## config.mk

```make
export PLATFORM = sky130hd
export DESIGN_NAME = uart_boot_loader
export DESIGN_NICKNAME = d
export VERILOG_FILES = /design/src/rtl/uart_boot_loader.sv
export SDC_FILE = /design/constraint.sdc
export NUM_CORES = 1
export LEC_CHECK = 0
export ABC_AREA = 1
export BUFFER_PORTS_ARGS = -buffer_cell sky130_fd_sc_hd__buf_2
export CORE_AREA = 2 2 113 137
export DETAILED_ROUTE_END_ITERATION = 10
export DIE_AREA = 0 0 115 139
export MAX_ROUTING_LAYER = met4
export PLACE_DENSITY = 0.74
export SLEW_MARGIN = 20
export SYNTH_ARGS = -nofsm -noshare
export SYNTH_HDL_FRONTEND = slang
export SYNTH_SLANG_ARGS = --single-unit
export TNS_END_PERCENT = 30
```

## constraint.sdc

```tcl
create_clock -name clk -period 1.6 [get_ports clk]
set_clock_uncertainty 0.1 [all_clocks]
set_input_delay 0.08 -clock clk [delete_from_list [all_inputs] [get_ports clk]]
set_output_delay 0.08 -clock clk [all_outputs]
set_load 0.02 [all_outputs]
```

## src/rtl/uart_boot_loader.sv

```systemverilog
`default_nettype none
// ============================================================================
//  Module   : uart_boot_loader
//  Purpose  : In-system program loader.  Parses framed images arriving on the
//             UART receive byte stream, writes them word-by-word through the
//             SoC debug memory port while holding the CPU in reset, answers
//             each frame with an ACK (0x5A) or NAK (0xEE) byte on the UART
//             transmitter, and releases the CPU after a good frame.
//
//  Frame    : SYNC | ADDR[4] (LE) | N[2] (LE) | N x DATA[4] (LE)
//
//  Ports    : clk          system clock, single domain
//             reset        synchronous active-high reset
//             rx_data/rx_valid   received byte + one-cycle strobe
//             tx_data/tx_valid/tx_ready  response byte handshake
//             dbg_mem_op   one-cycle write strobe per word
//             dbg_wren     byte enables (4'hF with the strobe, else 0)
//             dbg_adr      word write address
//             dbg_do       write data
//             cpu_n_reset  CPU reset, active low
//             busy         high whenever not idle
//             err          sticky NAK flag, cleared by the next ACK
//
//  Revision : 1.0  initial release
// ============================================================================
module uart_boot_loader #(
    parameter int         F_CLK     = 12000000,
    parameter int         TIMEOUT   = F_CLK / 100,
    parameter bit         BOOT_HOLD = 1'b1,
    parameter logic [7:0] SYNC      = 8'hA5
) (
    input  logic        clk,
    input  logic        reset,
    input  logic [7:0]  rx_data,
    input  logic        rx_valid,
    output logic [7:0]  tx_data,
    output logic        tx_valid,
    input  logic        tx_ready,
    output logic        dbg_mem_op,
    output logic [3:0]  dbg_wren,
    output logic [31:0] dbg_adr,
    output logic [31:0] dbg_do,
    output logic        cpu_n_reset,
    output logic        busy,
    output logic        err
);

    localparam logic [2:0] c_IDLE = 3'd0;
    localparam logic [2:0] c_ADDR = 3'd1;
    localparam logic [2:0] c_CNT  = 3'd2;
    localparam logic [2:0] c_DATA = 3'd3;
    localparam logic [2:0] c_ACK  = 3'd4;
    localparam logic [2:0] c_NAK  = 3'd5;

    localparam logic [7:0] c_ACK_BYTE = 8'h5A;
    localparam logic [7:0] c_NAK_BYTE = 8'hEE;

    // Timer only ever counts up to TIMEOUT-1 before the frame is abandoned.
    localparam int             c_TW       = $clog2(TIMEOUT + 1);
    localparam logic [c_TW-1:0] c_TMO_LAST = c_TW'(TIMEOUT - 1);
    localparam logic [c_TW-1:0] c_TMR_ONE  = c_TW'(1);

    logic [2:0]      r_state;
    logic [2:0]      w_next_state;
    logic [1:0]      r_byte_cnt;
    logic [31:0]     r_addr;
    logic [15:0]     r_cnt;
    logic [31:0]     r_word;
    logic [c_TW-1:0] r_timer;

    logic            r_dbg_mem_op;
    logic [31:0]     r_dbg_adr;
    logic [31:0]     r_dbg_do;
    logic            r_cpu_n_reset;
    logic            r_err;

    logic            w_hs;
    logic            w_timeout;
    logic            w_word_done;
    logic            w_in_frame;
    logic [15:0]     w_cnt_full;

    // ------------------------------------------------------------------------
    // Outputs derived from state: the response byte is a pure function of the
    // state register, so it cannot change while tx_valid is held.
    // ------------------------------------------------------------------------
    assign tx_valid    = (r_state == c_ACK) || (r_state == c_NAK);
    assign tx_data     = (r_state == c_ACK) ? c_ACK_BYTE :
                         (r_state == c_NAK) ? c_NAK_BYTE : 8'h00;
    assign busy        = (r_state != c_IDLE);
    assign dbg_mem_op  = r_dbg_mem_op;
    assign dbg_wren    = {4{r_dbg_mem_op}};
    assign dbg_adr     = r_dbg_adr;
    assign dbg_do      = r_dbg_do;
    assign cpu_n_reset = r_cpu_n_reset;
    assign err         = r_err;

    // ------------------------------------------------------------------------
    // Next-state logic
    // ------------------------------------------------------------------------
    always_comb begin
        w_next_state = r_state;
        w_hs         = tx_valid && tx_ready;
        w_timeout    = (r_timer == c_TMO_LAST);
        w_in_frame   = (r_state == c_ADDR) || (r_state == c_CNT) || (r_state == c_DATA);
        w_word_done  = (r_state == c_DATA) && rx_valid && (r_byte_cnt == 2'd3);
        // Count is shifted in LSB first, so the first byte sits in [15:8].
        w_cnt_full   = {rx_data, r_cnt[15:8]};

        case (r_state)
            c_IDLE: begin
                if (rx_valid && (rx_data == SYNC)) begin
                    w_next_state = c_ADDR;
                end
            end
            c_ADDR: begin
                if (rx_valid) begin
                    if (r_byte_cnt == 2'd3) begin
                        w_next_state = c_CNT;
                    end
                end else if (w_timeout) begin
                    w_next_state = c_NAK;
                end
            end
            c_CNT: begin
                if (rx_valid) begin
                    if (r_byte_cnt == 2'd1) begin
                        if (r_addr[1:0] != 2'b00) begin
                            w_next_state = c_NAK;
                        end else if (w_cnt_full == 16'd0) begin
                            w_next_state = c_ACK;
                        end else begin
                            w_next_state = c_DATA;
                        end
                    end
                end else if (w_timeout) begin
                    w_next_state = c_NAK;
                end
            end
            c_DATA: begin
                if (rx_valid) begin
                    // Last word: leave as its strobe is being launched.
                    if ((r_byte_cnt == 2'd3) && (r_cnt == 16'd1)) begin
                        w_next_state = c_ACK;
                    end
                end else if (w_timeout) begin
                    w_next_state = c_NAK;
                end
            end
            c_ACK, c_NAK: begin
                if (w_hs) begin
                    w_next_state = c_IDLE;
                end
            end
            default: begin
                w_next_state = c_IDLE;
            end
        endcase
    end

    // ------------------------------------------------------------------------
    // State register and datapath
    // ------------------------------------------------------------------------
    always_ff @(posedge clk) begin
        if (reset) begin
            r_state       <= c_IDLE;
            r_byte_cnt    <= 2'd0;
            r_addr        <= 32'd0;
            r_cnt         <= 16'd0;
            r_word        <= 32'd0;
            r_timer       <= '0;
            r_dbg_mem_op  <= 1'b0;
            r_dbg_adr     <= 32'd0;
            r_dbg_do      <= 32'd0;
            r_cpu_n_reset <= ~BOOT_HOLD;
            r_err         <= 1'b0;
        end else begin
            r_state      <= w_next_state;
            // Strobe lasts exactly the cycle after the fourth byte.
            r_dbg_mem_op <= w_word_done;

            // Inter-byte idle timer, only meaningful inside a frame.
            if (w_in_frame && !rx_valid) begin
                r_timer <= r_timer + c_TMR_ONE;
            end else begin
                r_timer <= '0;
            end

            case (r_state)
                c_IDLE: begin
                    r_byte_cnt <= 2'd0;
                    if (rx_valid && (rx_data == SYNC)) begin
                        r_cpu_n_reset <= 1'b0;
                    end
                end
                c_ADDR: begin
                    if (rx_valid) begin
                        r_addr     <= {rx_data, r_addr[31:8]};
                        // Wraps 3 -> 0, which is the start value for CNT.
                        r_byte_cnt <= r_byte_cnt + 2'd1;
                    end
                end
                c_CNT: begin
                    if (rx_valid) begin
                        r_cnt      <= w_cnt_full;
                        r_byte_cnt <= (r_byte_cnt == 2'd1) ? 2'd0 : (r_byte_cnt + 2'd1);
                    end
                end
                c_DATA: begin
                    if (rx_valid) begin
                        r_word     <= {rx_data, r_word[31:8]};
                        r_byte_cnt <= r_byte_cnt + 2'd1;
                        if (r_byte_cnt == 2'd3) begin
                            r_dbg_adr <= r_addr;
                            r_dbg_do  <= {rx_data, r_word[31:8]};
                            r_addr    <= r_addr + 32'd4;
                            r_cnt     <= r_cnt - 16'd1;
                        end
                    end
                end
                c_ACK: begin
                    if (w_hs) begin
                        r_cpu_n_reset <= 1'b1;
                        r_err         <= 1'b0;
                    end
                end
                default: begin
                end
            endcase

            // Error flag rises on entry to NAK, whatever the cause.
            if ((w_next_state == c_NAK) && (r_state != c_NAK)) begin
                r_err <= 1'b1;
            end
        end
    end

endmodule
`default_nettype wire

```

# Word level (Yosys, flattened, before mapping)

Index checks and enable logic that the tools add are counted.

Register bits: 169
Bits of input ports: 12

$add $sub $neg: 4
Eq/ne operators: 19
Multiplexer cells: 32
Bitwise gates (word level): 1
Reductions and logical operators: 31

Operators by type and width:

| cell                                                  | count |
|---|---|
| two-way mux 32 bit                                    | 3 |
| one-hot mux 32 bit (2 select lines)                   | 1 |
| two-way mux 16 bit                                    | 3 |
| two-way mux 3 bit                                     | 11 |
| adder 32 x 3 -> 32 bit (second input constant)        | 1 |
| one-hot mux 16 bit (2 select lines)                   | 1 |
| adder 17 x 1 -> 17 bit (second input constant)        | 1 |
| equality test 17 bit (second input constant)          | 1 |
| equality test 16 x 1 -> 1 bit (second input constant) | 1 |
| logical NOT 16 bit                                    | 1 |
| two-way mux 8 bit                                     | 2 |
| subtractor 16 x 1 -> 16 bit (second input constant)   | 1 |
| one-hot mux 3 bit (5 select lines)                    | 1 |
| nonzero test 2 bit                                    | 6 |
| != test 2 bit (second input constant)                 | 5 |
| equality test 3 bit (second input constant)           | 3 |
| AND reduction 3 bit                                   | 3 |
| equality test 8 bit (second input constant)           | 1 |
| AND reduction 4 bit                                   | 2 |
| logical AND 1 bit                                     | 7 |
| equality test 3 x 2 -> 1 bit (second input constant)  | 2 |
| two-way mux 2 bit                                     | 3 |
| one-hot mux 2 bit (3 select lines)                    | 1 |
| nonzero test 3 bit                                    | 2 |
| 14 further kinds                                      | 24 |

# Depth between registers and ports, before layout

Depth in word-level cells: 10
Mapped depth: 14

# Worst setup path after synthesis

OpenSTA, ideal clock, no wires.

Kind: register to register
From: register r_state[0]
To: register r_err (netlist: err)
Library setup time: 70 ps
Arrival time: 1,599 ps
Required time: 1,430 ps
Slack: -170 ps
Stages on the path, launching flop included: 10
Period minus slack after synthesis: 1,770 ps
Path through: dfxtp_1 inv_2 nand2_1 o21ai_0 nand3b_1 nand2_1 inv_1 nand3_1 nand3_1 a21oi_1

Cells in the longest elaborated chain, start to end: 9

RTL lines:

| what                               | line | text |
|---|---|---|
| from (decl)                        | 63   | `logic [2:0] r_state;` |
| from (signal assigned)             | 166  | `r_state <= c_IDLE;` |
| from (signal assigned)             | 178  | `r_state <= w_next_state;` |
| equality test 3 bit                | 87   | `assign tx_valid = (r_state == c_ACK) \|\| (r_state == c_NAK);` |
| logical OR 1 bit (*)               | 87   |  |
| via tx_valid                       | 37   | `output logic tx_valid,` |
| logical AND 1 bit (*)              | 103  | `w_hs = tx_valid && tx_ready;` |
| two-way mux 3 bit                  | 151  | `if (w_hs) begin` |
| one-hot mux 3 bit (5 select lines) | 110  | `case (r_state)` |
| equality test 3 bit                | 232  | `if ((w_next_state == c_NAK) && (r_state != c_NAK)) begin` |
| logical AND 1 bit                  | 232  |  |
| nonzero test 2 bit (no line)       | n/a  |  |
| AND reduction 2 bit (no line)      | n/a  |  |
| to (signal assigned)               | 176  | `r_err <= 1'b0;` |
| to (signal assigned)               | 224  | `r_err <= 1'b0;` |
| to (signal assigned)               | 233  | `r_err <= 1'b1;` |
| to (decl)                          | 75   | `logic r_err;` |

The timed path passes the listed nets; every way through them passes the cells marked *.
A chain may end at the register's enable or synchronous reset.

# Worst setup path after layout

From: register r_state[1]
To: register r_dbg_do[16] (netlist: dbg_do[16])

Cells in the longest elaborated chain, start to end: 2

RTL lines:

| what                          | line | text |
|---|---|---|
| equality test 3 x 2 -> 1 bit  | 189  | `case (r_state)` |
| AND reduction 3 bit (no line) | n/a  |  |
| to (signal assigned)          | 215  | `r_dbg_do <= {rx_data, r_word[31:8]};` |
| to (decl)                     | 73   | `logic [31:0] r_dbg_do;` |

No other way between the ends.

==> metrics.txt <==
# TYPE chip_impl_metric gauge
chip_impl_metric{name="clk_path_buf_depth",unit=""} 2
chip_impl_metric{name="peakVddDrop",unit="uV"} 732.0
chip_impl_metric{name="fmax",unit="MHz"} 481.1
chip_impl_metric{name="synthesis.instances",unit=""} 1060
chip_impl_metric{name="timing.max_slew.rel_slack",unit="%"} 61.39
chip_impl_metric{name="power.static_leakage",unit="uW"} 0.004893
chip_impl_metric{name="dp.cells",unit=""} 1429
chip_impl_metric{name="ys_seq_elements",unit=""} 161
chip_impl_metric{name="place.gp.congestion",unit=""} 0.9403
chip_impl_metric{name="maxCapViolations",unit=""} 0
chip_impl_metric{name="grt_pass1_vias",unit=""} 8085
chip_impl_metric{name="avgViaCountPerCell",unit=""} 6.180
chip_impl_metric{name="firstDrtPassIters",unit=""} 7
chip_impl_metric{name="wl_per_cell",unit="um"} 20.24
chip_impl_metric{name="yosysUniqueCellTypes",unit=""} 34
chip_impl_metric{name="fin_crit",unit="ps"} 2078
chip_impl_info{name="run_status",value="finished, violations left"} 1
chip_impl_metric{name="final_period_util",unit="%"} 129.9
chip_impl_metric{name="ys.warnings.count",unit=""} 0
chip_impl_metric{name="totalPowerFinal",unit="uW"} 8456
chip_impl_metric{name="avgSynthCellArea",unit="sq um"} 7.034
chip_impl_metric{name="worstSkewPairLatency",unit="ps"} 460
chip_impl_metric{name="netlist_area",unit="sq mm"} 0.007456
chip_impl_info{name="hp-start",value="rx_valid"} 1
chip_impl_metric{name="synth.net_count",unit=""} 1079
chip_impl_metric{name="hpwl",unit="mm"} 15.63
chip_impl_metric{name="net_count_final",unit=""} 1334
chip_impl_metric{name="cp.arrival",unit="ps"} 2310
chip_impl_info{name="clock-root-buffer",value="sky130_fd_sc_hd__clkbuf_16"} 1
chip_impl_metric{name="finalSetupViolations",unit=""} 135
chip_impl_info{name="rsz_0062_raised_after_global_routing",value="yes"} 1
chip_impl_metric{name="setup_slack_of_the_critical_path_after_layout",unit="ps"} -478.4
chip_impl_info{name="cts_tree",value="yes"} 1
chip_impl_metric{name="rows",unit=""} 49
chip_impl_metric{name="detail_route.drc_violations",unit=""} 0
chip_impl_metric{name="clock-sinks",unit=""} 161
chip_impl_metric{name="groute.usage.overall",unit="%"} 32.12
chip_impl_metric{name="final_antenna_net_count",unit=""} 0
chip_impl_info{name="min-delay-path-class",value="primary input to flop"} 1
chip_impl_info{name="timing.setup.critical_path_class",value="flop to flop"} 1
chip_impl_metric{name="r2r_slack",unit="ps"} -480
chip_impl_metric{name="die_height",unit="um"} 139
chip_impl_metric{name="htreeDepth",unit=""} 4
chip_impl_metric{name="vias",unit=""} 9313
chip_impl_metric{name="antenna_violations_before_repair",unit=""} 1
chip_impl_metric{name="dieWidth",unit="um"} 115
chip_impl_metric{name="ys_seq_area_share",unit="%"} 43.23
chip_impl_metric{name="io_buffers",unit=""} 91
chip_impl_metric{name="hold-worst-slack",unit="ps"} 76.84
chip_impl_metric{name="detailedPlace.worstSlack",unit="ps"} -268.4
chip_impl_metric{name="initial_core_util",unit="%"} 50.67
chip_impl_metric{name="cts_inserted_buffers",unit=""} 17
chip_impl_info{name="failed_checks",value="setup timing"} 1
chip_impl_metric{name="worst_path_clk_slew",unit="ps"} 80
chip_impl_metric{name="max_slew.worst_pin.slew",unit="ps"} 579.1
chip_impl_metric{name="io_pins",unit=""} 93
chip_impl_metric{name="pwr_density_cell",unit="mW/mm^2"} 736.2
chip_impl_metric{name="area_growth_syn_to_layout",unit="%"} 54.07
chip_impl_metric{name="routed_wirelength",unit="mm"} 30.50
chip_impl_metric{name="critPathMaxFanout",unit=""} 8
chip_impl_metric{name="die_area",unit="sq mm"} 0.01599
chip_impl_info{name="timing.critical_path.from",value="r_state[1]$_SDFF_PP0_"} 1
chip_impl_metric{name="slew_viol_final",unit=""} 0
chip_impl_metric{name="grt_remaining_overflow",unit=""} 0
chip_impl_metric{name="hold_viol_final",unit=""} 0
chip_impl_info{name="critPathLaunchType",value="flop"} 1
chip_impl_metric{name="grt_first_pass_wirelength",unit="mm"} 39.76
chip_impl_info{name="critical_path.endpoint_type",value="flop"} 1
chip_impl_metric{name="final_cells",unit=""} 1507
chip_impl_metric{name="drt_first_iter_violations",unit=""} 1142
chip_impl_metric{name="core-area",unit="sq mm"} 0.01471
chip_impl_info{name="regToRegStartpoint",value="r_state[1]$_SDFF_PP0_"} 1
chip_impl_metric{name="crit_required",unit="ps"} 1830
chip_impl_metric{name="drive_above_1_share",unit="%"} 41.64
chip_impl_metric{name="grt_max_degree",unit=""} 81
worst max-delay path: stages, from the launching register on:
cell	delay (ps)
sky130_fd_sc_hd__dfxtp_2	330
sky130_fd_sc_hd__inv_2	50
sky130_fd_sc_hd__nor2_4	120
sky130_fd_sc_hd__inv_2	60
sky130_fd_sc_hd__nor2_4	110
sky130_fd_sc_hd__inv_2	60
sky130_fd_sc_hd__nor2_4	110
sky130_fd_sc_hd__inv_4	50
sky130_fd_sc_hd__nor2_4	180
sky130_fd_sc_hd__buf_12	170
sky130_fd_sc_hd__buf_12	100
sky130_fd_sc_hd__buf_16	120
sky130_fd_sc_hd__o21ai_2	60
sky130_fd_sc_hd__a21oi_1	340
worst paths after layout:
path | to | cells past startpoint
worst max-delay path | dbg_do[16]$_SDFFE_PP0P_ | 13
worst min-delay path | r_state[2]$_SDFF_PP0_ | 5
worst max register to register | dbg_do[16]$_SDFFE_PP0P_ | 13
worst min register to register | cpu_n_reset$_SDFFE_PP0P_ | 2
routing by layer:
layer | track usage (%) | part of all wire, %
met5 | - | 0
met4 | 14.97 | 7.5
met3 | 6.163 | 9.9
met2 | 53.56 | 48
met1 | 36.86 | 34
state kept, by name, summed over array words and instances (netlist names):
name,cells
dbg_adr,32
dbg_do,32
r_addr,32
r_word,24
r_timer,17
r_cnt,16
r_state,3
r_byte_cnt,2
cpu_n_reset,1
dbg_mem_op,1
err,1
through the flow:
stage	setup TNS (ps)	area [sq um]	util [%]
floorplan	-7508	7620	-
global placement	-9111	9264	62.96
detailed placement	-11570	9264	62.96
CTS	-7822	10570	71.81
global route	-28570	11490	78.07
finish	-18990	11490	78.07
report_power, final:
group	total (uW)	switching [uW]	internal (uW)
Sequential	4000	0.914	4000
Clock	4240	2000	2230
Combinational	222	153	69.1
placed cells by master (no fill, tap or decap), types with 11 or more instances in the layout:
| cell type | count |
|---|---|
| sky130_fd_sc_hd__buf_2 | 82 |
| sky130_fd_sc_hd__nor2_1 | 102 |
| sky130_fd_sc_hd__o21ai_4 | 12 |
| sky130_fd_sc_hd__a21oi_1 | 96 |
| sky130_fd_sc_hd__o21ai_0 | 67 |
| sky130_fd_sc_hd__xor2_1 | 11 |
| sky130_fd_sc_hd__nor2_4 | 29 |
| sky130_fd_sc_hd__inv_2 | 13 |
| sky130_fd_sc_hd__buf_4 | 162 |
| sky130_fd_sc_hd__inv_1 | 78 |
| sky130_fd_sc_hd__nand2_2 | 16 |
| sky130_fd_sc_hd__dfxtp_2 | 21 |
| sky130_fd_sc_hd__nand3_1 | 41 |
| sky130_fd_sc_hd__buf_12 | 13 |
| sky130_fd_sc_hd__nand4_1 | 14 |
| sky130_fd_sc_hd__dfxtp_1 | 136 |
| sky130_fd_sc_hd__nand2_1 | 140 |
| sky130_fd_sc_hd__nor2_2 | 29 |
| sky130_fd_sc_hd__o21ai_2 | 35 |
| sky130_fd_sc_hd__a21oi_2 | 28 |
| sky130_fd_sc_hd__o21ai_1 | 31 |
| sky130_fd_sc_hd__buf_6 | 20 |
| sky130_fd_sc_hd__clkbuf_16 | 22 |
what timing repair did:
item | CTS | global route
hold buffers | 10 | 0
setup buffers | 18 | 9
cloned | 4 | 5
resized for setup | 109 | 238
setup endpoints to repair | 129 | 160
endpoints found under the hold margin | 27 | 0
pin swaps | 27 | 38
layout make-up:
cell class	instances	area, sq um
Antenna cell	1	2.502
Clock buffer	18	429.2
Clock inverter	14	170.2
Fill cell	850	3227
Inverter	97	384.1
Multi-Input combinational cell	740	4549
Sequential cell	161	3264
Tap cell	178	222.7
Timing Repair Buffer	298	2465
cells in the mapped netlist:
master	number	area, sq um
sky130_fd_sc_hd__dfxtp_1	161	3223
sky130_fd_sc_hd__nand2_1	160	600.6
sky130_fd_sc_hd__nor2_1	152	570.6
sky130_fd_sc_hd__a21oi_1	124	620.6
sky130_fd_sc_hd__o21ai_0	120	600.6
sky130_fd_sc_hd__inv_1	86	322.8
sky130_fd_sc_hd__nand3_1	53	265.3
sky130_fd_sc_hd__clkbuf_1	32	120.1
sky130_fd_sc_hd__o21ai_1	25	125.1
sky130_fd_sc_hd__buf_2	14	70.07
sky130_fd_sc_hd__nand4_1	14	87.58
sky130_fd_sc_hd__nor3_1	13	65.06
sky130_fd_sc_hd__buf_4	11	82.58
sky130_fd_sc_hd__inv_2	11	41.29
sky130_fd_sc_hd__xor2_1	11	96.34
sky130_fd_sc_hd__a211oi_1	10	75.07
sky130_fd_sc_hd__a31oi_1	7	43.79
sky130_fd_sc_hd__ha_1	7	87.58
sky130_fd_sc_hd__o211ai_1	6	45.04
sky130_fd_sc_hd__buf_1	5	18.77
sky130_fd_sc_hd__nor4_1	5	31.28
sky130_fd_sc_hd__xnor2_1	5	43.79
sky130_fd_sc_hd__nor2_2	4	25.02
sky130_fd_sc_hd__nor2_4	4	45.04
sky130_fd_sc_hd__or2_2	4	25.02
sky130_fd_sc_hd__a221oi_1	3	26.28
sky130_fd_sc_hd__o22ai_1	3	18.77
sky130_fd_sc_hd__a21boi_0	2	15.01
sky130_fd_sc_hd__nand3b_1	2	15.01
sky130_fd_sc_hd__nor3b_1	2	15.01
sky130_fd_sc_hd__conb_1	1	3.750
sky130_fd_sc_hd__nor3_2	1	10.01
sky130_fd_sc_hd__o211ai_2	1	12.51
sky130_fd_sc_hd__o21a_1	1	7.510
logic make-up after synthesis:
logic type,count (synthesis),synth area share (%)
DFF,161,43.23
and+or+nand+nor,414,23.54
adders and majority gates,7,1.175
xor gates and xnor gates,16,1.879
other,1,0.05030
AOI/OAI and AO/OA,302,21.33
buffers and inverters,159,8.794
(Power assumes the default switching activity.)
